## src/rtl/pen_locator.sv

```systemverilog
// Light-pen position decoder: aligns the pen edge with the pixel driven PEN_LAT
// cycles earlier and locks a coordinate after HITS matching hits.
// Optional macro PEN_GREEN_EN: when defined, green columns also count as lit.
module pen_locator #(
  parameter int unsigned PEN_LAT = 4,
  parameter int unsigned HITS    = 3,
  parameter int unsigned TIMEOUT = 5_000_000
) (
  input  logic       clk,
  input  logic       rst,
  input  logic       pen_i,
  input  logic [7:0] row_i,
  input  logic [7:0] col_r_i,
  input  logic [7:0] col_g_i,
  output logic [2:0] pos_row_o,
  output logic [2:0] pos_col_o,
  output logic       pos_valid_o,
  output logic       pen_err_o,
  output logic       pen_lost_o
);

  localparam logic [3:0]  HITS_C = 4'(HITS);
  localparam logic [23:0] T_LAST = 24'(TIMEOUT - 1);

  typedef enum logic [1:0] {
    IDLE  = 2'd0,
    TRACK = 2'd1,
    LOCK  = 2'd2
  } state_t;

  typedef struct packed {
    logic       ok;
    logic [5:0] pix;   // {row, col}
  } tap_t;

  // ---------------------------------------------------------------------------
  // Pixel decode
  // ---------------------------------------------------------------------------
  logic [7:0] lit;
  logic [3:0] row_zeros;
  logic [3:0] col_ones;
  logic [2:0] r_idx;
  logic [2:0] c_idx;
  tap_t       cur;

  // NOTE: every variable assigned in always_comb gets a default first, so no
  // path can leave it unassigned and infer a latch.
  always_comb begin
`ifdef PEN_GREEN_EN
    lit = col_r_i | col_g_i;
`else
    lit = col_r_i;
`endif
    row_zeros = '0;
    col_ones  = '0;
    r_idx     = '0;
    c_idx     = '0;
    for (int i = 0; i < 8; i++) begin
      if (!row_i[i]) begin
        row_zeros = row_zeros + 4'd1;
        r_idx     = 3'(i);
      end
      if (lit[i]) begin
        col_ones = col_ones + 4'd1;
        c_idx    = 3'(i);
      end
    end
    cur.ok  = (row_zeros == 4'd1) && (col_ones == 4'd1);
    cur.pix = {r_idx, c_idx};
  end

  // dl[0] is the newest entry; dl[PEN_LAT] is the one the pen is answering now.
  tap_t dl [0:PEN_LAT];
  tap_t tap;
  assign tap = dl[PEN_LAT];

  // NOTE: this small array is reset on purpose: a stale ok bit after reset
  // would let the first pen edge lock onto a pixel that was never driven.
  always_ff @(posedge clk or posedge rst) begin
    if (rst) begin
      for (int i = 0; i <= PEN_LAT; i++) dl[i] <= '0;
    end else begin
      dl[0] <= cur;
      for (int i = 1; i <= PEN_LAT; i++) dl[i] <= dl[i-1];
    end
  end

  // ---------------------------------------------------------------------------
  // Pen synchronizer and edge detect (registered, so the FSM acts at E+3)
  // ---------------------------------------------------------------------------
  logic [2:0] sync_q;   // [0]=ff1, [1]=ff2, [2]=ff3 history
  logic       edge_q;

  // NOTE: sequential state uses non-blocking assignments so every flop samples
  // the pre-edge value of its neighbours.
  always_ff @(posedge clk or posedge rst) begin
    if (rst) begin
      sync_q <= '0;
      edge_q <= 1'b0;
    end else begin
      sync_q <= {sync_q[1:0], pen_i};
      edge_q <= sync_q[1] & ~sync_q[2];
    end
  end

  // ---------------------------------------------------------------------------
  // Tracking FSM
  // ---------------------------------------------------------------------------
  state_t      state, state_d;
  logic [5:0]  cand, cand_d;
  logic [3:0]  hit_cnt, hit_d;
  logic [23:0] tcnt, tcnt_d;
  logic [5:0]  pos_d;
  logic        valid_d, err_d, lost_d;

  always_comb begin
    state_d = state;
    cand_d  = cand;
    hit_d   = hit_cnt;
    tcnt_d  = (state != IDLE) ? tcnt + 24'd1 : '0;
    pos_d   = {pos_row_o, pos_col_o};
    valid_d = 1'b0;
    err_d   = 1'b0;
    lost_d  = 1'b0;

    if (edge_q && !tap.ok) begin
      // Blank or ambiguous tap: report it and leave tracking untouched.
      err_d  = 1'b1;
      tcnt_d = tcnt;
    end else if (edge_q) begin
      tcnt_d = '0;
      unique case (state)
        IDLE: begin
          cand_d = tap.pix;
          hit_d  = 4'd1;
          if (HITS_C == 4'd1) begin
            state_d = LOCK;
            pos_d   = tap.pix;
            valid_d = 1'b1;
          end else begin
            state_d = TRACK;
          end
        end
        TRACK: begin
          if (tap.pix == cand) begin
            if (hit_cnt + 4'd1 >= HITS_C) begin
              hit_d   = HITS_C;
              state_d = LOCK;
              pos_d   = cand;
              valid_d = 1'b1;
            end else begin
              hit_d = hit_cnt + 4'd1;
            end
          end else begin
            cand_d = tap.pix;
            hit_d  = 4'd1;
          end
        end
        LOCK: begin
          if (tap.pix != cand) begin
            state_d = TRACK;
            cand_d  = tap.pix;
            hit_d   = 4'd1;
          end
        end
        default: state_d = IDLE;
      endcase
    end else if (state != IDLE && tcnt == T_LAST) begin
      state_d = IDLE;
      hit_d   = '0;
      tcnt_d  = '0;
      lost_d  = 1'b1;
    end
  end

  always_ff @(posedge clk or posedge rst) begin
    if (rst) begin
      state       <= IDLE;
      cand        <= '0;
      hit_cnt     <= '0;
      tcnt        <= '0;
      pos_row_o   <= '0;
      pos_col_o   <= '0;
      pos_valid_o <= 1'b0;
      pen_err_o   <= 1'b0;
      pen_lost_o  <= 1'b0;
    end else begin
      state       <= state_d;
      cand        <= cand_d;
      hit_cnt     <= hit_d;
      tcnt        <= tcnt_d;
      pos_row_o   <= pos_d[5:3];
      pos_col_o   <= pos_d[2:0];
      pos_valid_o <= valid_d;
      pen_err_o   <= err_d;
      pen_lost_o  <= lost_d;
    end
  end

endmodule

```

## config.mk

```make
export PLATFORM = sky130hd
export DESIGN_NAME = pen_locator
export DESIGN_NICKNAME = d
export VERILOG_FILES = /design/src/rtl/pen_locator.sv
export SDC_FILE = /design/constraint.sdc
export NUM_CORES = 1
export LEC_CHECK = 0
export CAP_MARGIN = 10
export CORE_ASPECT_RATIO = 1.4
export CORE_UTILIZATION = 45
export DETAILED_ROUTE_END_ITERATION = 12
export GPL_TIMING_DRIVEN = 0
export PLACE_DENSITY = 0.65
export SYNTH_ARGS = -nofsm -noshare
export SYNTH_HDL_FRONTEND = slang
export SYNTH_SLANG_ARGS = --single-unit
```

## constraint.sdc

```tcl
create_clock -name clk -period 4.6 [get_ports clk]
set_clock_uncertainty 0.15 [all_clocks]
set_input_delay 0.69 -clock clk [delete_from_list [all_inputs] [get_ports clk]]
set_output_delay 0.69 -clock clk [all_outputs]
set_load 0.05 [all_outputs]
```

==> results of run 1 <==
worst max-delay path, cell delays in order:
cell,delay (ps)
clkdlybuf4s50_1,480
inv_1,70
ha_4,280
xnor2_1,120
ha_1,270
mux2_4,300
ha_4,280
nand2b_1,80
nand2_2,80
ha_4,210
o221a_4,280
ha_4,210
mux2_2,260
ha_1,170
nor2b_1,130
xnor2_1,190
xnor2_1,90
nor2_1,90
o31ai_1,80
nor4_2,200
cells in the mapped netlist, types with 10 or more instances:
cell type / n
a21oi_1: 10
and2_1: 10
dfrtp_1: 84
ha_1: 22
inv_1: 16
mux2_2: 18
nand2_1: 45
nand3_1: 18
nor2_1: 17
o21ai_0: 35
o31ai_1: 10
xnor2_1: 15
worst paths after layout:
| kind | from | cells past startpoint | endpoint |
|---|---|---|---|
| max reg2reg | state[0] | 10 | tcnt[16] |
| max | row_i[0] | 20 | dl[34] |
| max in group asynchronous | rst | 3 | tcnt[11] |
| min reg2reg | dl[18] | 0 | dl[11] |
| min in group asynchronous | rst | 2 | dl[9] |
| min | dl[18] | 0 | dl[11] |
sequential cells by signal, indices dropped and copies added (netlist names):
signal	count
edge_q	1
state	2
hit_cnt	4
pos_col_o	3
pen_lost_o	1
pos_row_o	3
dl	35
tcnt	24
sync_q	3
cand	6
pen_err_o	1
pos_valid_o	1
power groups by stage:
stage	sequential [mW]	combinational, mW	clock (mW)
2_1_floorplan	0.846	0.435	0
3_3_place_gp	0.853	0.527	0
3_5_place_dp	0.857	0.547	0
4_1_cts	0.844	0.586	0.807
5_1_grt	0.851	0.683	0.833
6_report	0.843	0.611	0.780
layer usage:
| metal | routed length (µm) | track usage [%] | up-vias |
|---|---|---|---|
| li1 | - | - | 1580 |
| met1 | 3620 | 21.5 | 1559 |
| met2 | 4160 | 28.7 | 56 |
| met3 | 212 | 3.75 | 13 |
| met4 | 161 | 7.71 | 0 |
| met5 | 0 | 0 | - |
cells in the final DEF (no fill, tap or decap), types with 14 or more instances in the layout:
cell type / instances
o21ai_0: 34
nand2_1: 43
dfrtp_1: 84
nor2_1: 16
ha_1: 16
nand3_1: 18
inv_1: 14
xnor2_1: 14
clkdlybuf4s50_1: 18
mux2_2: 15
per-stage QoR:
step	total power [mW]	hold slack, ps	std cells	utilization (%)
finish	2.23	196	599	56.6
CTS	2.24	199	597	56.0
floorplan	1.28	181	422	-
global placement	1.38	182	575	51.0
global route	2.37	200	599	56.6
detailed placement	1.40	185	576	51.3
kinds of logic after synthesis:
logic type      Yosys count
simple gates            149
compound gates           85
flops                    84
buf+inv                  33
xor+xnor                 30
fa+ha+maj                22
mux                      19
cell type report:
| cell class | count | area, µm² |
|---|---|---|
| clock inverters | 6 | 93.8 |
| multi-input cells | 305 | 2350 |
| repair buffers | 29 | 298 |
| fillers | 829 | 4150 |
| plain buffers | 17 | 110 |
| well taps | 132 | 165 |
| flip-flops and latches | 84 | 2100 |
| clock buffers | 10 | 239 |
| inverters | 16 | 62.6 |
repair_timing:
item                                    4_1_cts  5_1_grt
buffers inserted                              5        2
hold buffers                                  0        0
pin swaps                                     5        6
resized for setup                            10       12
endpoints found under the setup margin        1        1
==> results.sh, run 1 <==
export IMPL_grt_pass1_wl_um=14000
export IMPL_swShare_pct=28.6
export IMPL_drv_slew=0
export IMPL_endpoint_kind="register"
export IMPL_synth_compound_gate_area_share_pct=11.5
export IMPL_wl_per_cell_um=13.6
export IMPL_worst_pin_slew_ps=646
export IMPL_drc_errors=0
export IMPL_antenna_left=0
export IMPL_syn_nets=471
export IMPL_cp_max_fo=3
export IMPL_dieArea_um2=10400
export IMPL_synthXorXnorAreaFrac_pct=7.64
export IMPL_drt_total_wl_um=8150
export IMPL_place_ws_ps=-632
export IMPL_detail_route_vias_per_cell=5.36
export IMPL_yosys_register_bits=84
export IMPL_grt_pass1_vias=3091
export IMPL_synth_warnings=0
export IMPL_synth_top_area_share_pct=46.7
export IMPL_avgSynthCellArea_um2=10.7
export IMPL_setup_slack_ps=149
export IMPL_cts_sinks=84
export IMPL_synth_cell_types=60
export IMPL_fin_nets=511
export IMPL_hp_class="register to register"
export IMPL_syn_cell_area_um2=4500
export IMPL_seq_power_share_pct=37.7
export IMPL_synthMuxAreaShare_pct=5.00
export IMPL_period_needed_ps=4450
export IMPL_h_tree_depth=3
export IMPL_io_buffer_count=21
export IMPL_track_usage_pct=17.3
export IMPL_clock_path_buffers=2
export IMPL_synthFlopType="dfrtp_1"
export IMPL_insertedDiodeCount=0
export IMPL_cts_tree="done"
export IMPL_p_comb_share_pct=27.4
export IMPL_num_rows=42
export IMPL_powerDensity_nw_per_um2=412
export IMPL_arrival_ps=4540
export IMPL_area_delta_synth_final_pct=20.3
export IMPL_start_util_pct=47.1
export IMPL_cellInternalPower_mw=1.59
export IMPL_final_cell_area_um2=5420
export IMPL_grt_max_degree=75
export IMPL_synth_edf_count=0
export IMPL_cts_buffers=9
export IMPL_drt_iter0_drc=143
export IMPL_routabilityCongestion=0.779
export IMPL_finalSetupViolCount=0
export IMPL_max_freq_mhz=225
export IMPL_status="completed"
export IMPL_grt_overflow_total=0
export IMPL_synth_area_leaders="dfrtp_1, ha_1, mux2_2"
export IMPL_seq_area_frac_synth_pct=46.7
export IMPL_root_buffer="clkbuf_16"
export IMPL_drive_gt1_share_pct=19.5
export IMPL_grt_antenna_before_repair=0
export IMPL_synth_top_area_cell="dfrtp_1"
export IMPL_place_hpwl_um=5560
export IMPL_required_ps=4690
export IMPL_firstDrtPassIters=4
export IMPL_switchingPower_uw=639
export IMPL_hold_viol=0
export IMPL_fin_setup_tns_ps=0
export IMPL_die_height_um=120
export IMPL_synthCells=422
export IMPL_synth_top_family_by_area="simple AND/OR/NAND/NOR gates"
export IMPL_detailroute_via_count=3208
export IMPL_power_frac_clock_pct=34.9
export IMPL_core_um2=9560
export IMPL_ir_worst_vdd_mv=0.166
export IMPL_placed_area_um2=4910
export IMPL_synthSimpleGateAreaFrac_pct=19.3
export IMPL_crit_type="input port to register"
export IMPL_clkLatencyLatePin_ps=330
export IMPL_p_leak_nw=2.30
export IMPL_path_clk_slew_ps=60
export IMPL_dieWidth_um=86.6
export IMPL_synth_fa_ha_area_share_pct=6.11
export IMPL_rrSetupSlack_ps=1870
export IMPL_slew_headroom_pct=56.5
export IMPL_io_pins=36
export IMPL_cp_start_kind="input port"
export IMPL_drv_cap=0
export IMPL_synth_async_reset_ratio_pct=100
export IMPL_post_route_period_util_pct=96.8
Power figures use the tool's default switching activity.
==> run 2, diff against run 1 <==
Settings changed: CTS_BUF_LIST from default to sky130_fd_sc_hd__clkbuf_4.
Clock period 4.6 ns to 4.8 ns, I/O delays scaled along.
==> run 2 against run 1 <==
Via count shrank 1.6%. Design area shrank 5.5%. First-iteration DRC count is 4.9% higher. Routed wire length fell by 4.2%. Critical path type unchanged. Highest routed layer unchanged.
==> results.sh, run 2 (synthesis gave the netlist of run 1 again) <==
export IMPL_dieWidth_um=86.6
export IMPL_slew_headroom_pct=56.9
export IMPL_dieArea_um2=10400
export IMPL_drive_gt1_share_pct=16.3
export IMPL_drt_total_wl_um=7810
export IMPL_cts_buffers=9
export IMPL_final_common_cell="dfrtp_1"
export IMPL_status="completed"
export IMPL_drv_slew=0
export IMPL_core_um2=9560
export IMPL_place_ws_ps=-462
export IMPL_nFillCells=868
export IMPL_antenna_left=0
export IMPL_wl_per_cell_um=13.1
export IMPL_cts_tree="done"
export IMPL_max_freq_mhz=218
export IMPL_io_buffer_count=21
export IMPL_largest_reg_flops=35
export IMPL_hp_class="register to register"
export IMPL_root_buffer="clkbuf_4"
export IMPL_hold_viol=0
export IMPL_cp_startpoint="row_i[1]"
export IMPL_period_needed_ps=4600
export IMPL_firstDrtPassIters=4
export IMPL_drt_iter0_drc=150
export IMPL_grt_pass1_wl_um=13500
export IMPL_fin_setup_tns_ps=0
export IMPL_cp_max_fo=7
export IMPL_routabilityCongestion=0.779
export IMPL_setup_slack_ps=204
export IMPL_h_tree_depth=3
export IMPL_detailroute_via_count=3158
export IMPL_clock_path_buffers=2
export IMPL_cp_start_kind="input port"
export IMPL_num_rows=42
export IMPL_crit_slowest_cell="clkdlybuf4s50_1"
export IMPL_final_cell_mix="dfrtp_1, nand2_1, o21ai_0, clkdlybuf4s50_1, ha_1"
export IMPL_finalSetupViolCount=0
export IMPL_post_route_period_util_pct=95.7
export IMPL_clkLatencyLatePin_ps=450
export IMPL_place_hpwl_um=5560
export IMPL_top_layer="met4"
export IMPL_rrSetupSlack_ps=2070
export IMPL_grt_pass1_vias=2989
export IMPL_cts_sinks=84
export IMPL_placed_cells=576
export IMPL_drv_cap=0
export IMPL_cpMostUsedCell="ha_1"
export IMPL_crit_type="input port to register"
export IMPL_crit_chain="clkdlybuf4s50_1 > inv_1 > ha_4 > xnor2_1 > ha_1 > mux2_2 > ha_4 > nand2b_1 > nand2_1 > ha_1 > o221a_2 > ha_1 > mux2_2 > ha_1 > nor2b_1 > xnor2_1 > xnor2_1 > nor2_1 > o31ai_1 > nor4_2"
export IMPL_area_delta_synth_final_pct=13.7
export IMPL_path_clk_slew_ps=130
export IMPL_drc_errors=0
export IMPL_min_from="dl[20]"
export IMPL_powerDensity_nw_per_um2=351
export IMPL_route_met3_wl_um=207
export IMPL_grt_overflow_total=0
export IMPL_p_leak_nw=2.15
export IMPL_required_ps=5010
export IMPL_ir_worst_vdd_mv=0.142
export IMPL_io_pins=36
export IMPL_grt_antenna_before_repair=0
export IMPL_met2_length_um=3890
export IMPL_die_height_um=120
export IMPL_regMostFlops="dl"
export IMPL_grt_max_degree=75
export IMPL_met1_length_um=3520
export IMPL_fin_nets=505
export IMPL_reg_top3="dl: 35 flops, tcnt: 24 flops, cand: 6 flops"
export IMPL_track_usage_pct=16.7
export IMPL_post_layout_nonfiller_instances=594
export IMPL_rsz0062_at_grt="false"
export IMPL_worst_pin_slew_ps=642
export IMPL_r2r_start="state[0]"
export IMPL_start_util_pct=47.1
export IMPL_arrival_ps=4810
export IMPL_endpoint_kind="register"
export IMPL_critical_path_max_stage_delay_ps=490
export IMPL_detail_route_vias_per_cell=5.32
run 2: area by class of cell:
class,instances,area [µm²],share of cell area (%)
Multi-Input combinational cell,305,2270,44.3
Sequential cell,84,2100,41.0
Timing Repair Buffer,23,245,4.79
Tap cell,132,165,3.22
Buffer,17,110,2.15
Clock inverter,7,97.6,1.91
Clock buffer,9,67.6,1.32
Inverter,16,62.6,1.22
Antenna cell,1,2.50,0.0489
run 2: report_power, final:
part           internal (mW)  switching [mW]  total, mW  leakage, nW
clock                  0.214           0.246      0.460       0.0846
sequential             0.764          0.0427      0.806         1.04
combinational          0.257           0.275      0.532         1.03
total                   1.23           0.564       1.80         2.15
run 2: path summary, 6_finish.rpt:
path | cells past startpoint | to
setup / recovery | 20 | dl[34]
hold / removal | 0 | dl[13]
setup reg to reg | 10 | tcnt[16]
hold reg to reg | 0 | dl[13]
max in group asynchronous | 3 | pen_err_o
min in group asynchronous | 2 | dl[9]
run 2: per-layer routing:
metal,global-route usage [%],vias up
li1,-,1568
met1,20.5,1515
met2,27.5,61
met3,2.94,14
met4,9.38,0
met5,0,-
run 2: critical path: cells and delay by family:
kind | cells | cell delay [ps]
AO/OA/AOI/OAI | 2 | 380
XOR/XNOR | 3 | 400
adder cells (fa/ha/maj) | 6 | 1600
buffers and inverters | 2 | 570
multiplexers | 2 | 590
AND/OR/NAND/NOR | 5 | 530
run 2: through the flow:
stage / utilization (%) / instance area (µm²) / hold WS (ps) / total power [mW]
6_report: 53.6 / 5120 / 212 / 1.80
5_1_grt: 53.5 / 5120 / 216 / 1.92
4_1_cts: 53.1 / 5070 / 214 / 1.82
3_5_place_dp: 51.3 / 4910 / 185 / 1.35
3_3_place_gp: 51.0 / 4880 / 182 / 1.32
2_1_floorplan: - / 4500 / 181 / 1.23
run 2: repair_timing:
item | in CTS | in global routing
hold buffers | 0 | 0
resized for setup | 0 | 5
setup buffers | 0 | 1
endpoints found under the setup margin | 0 | 1
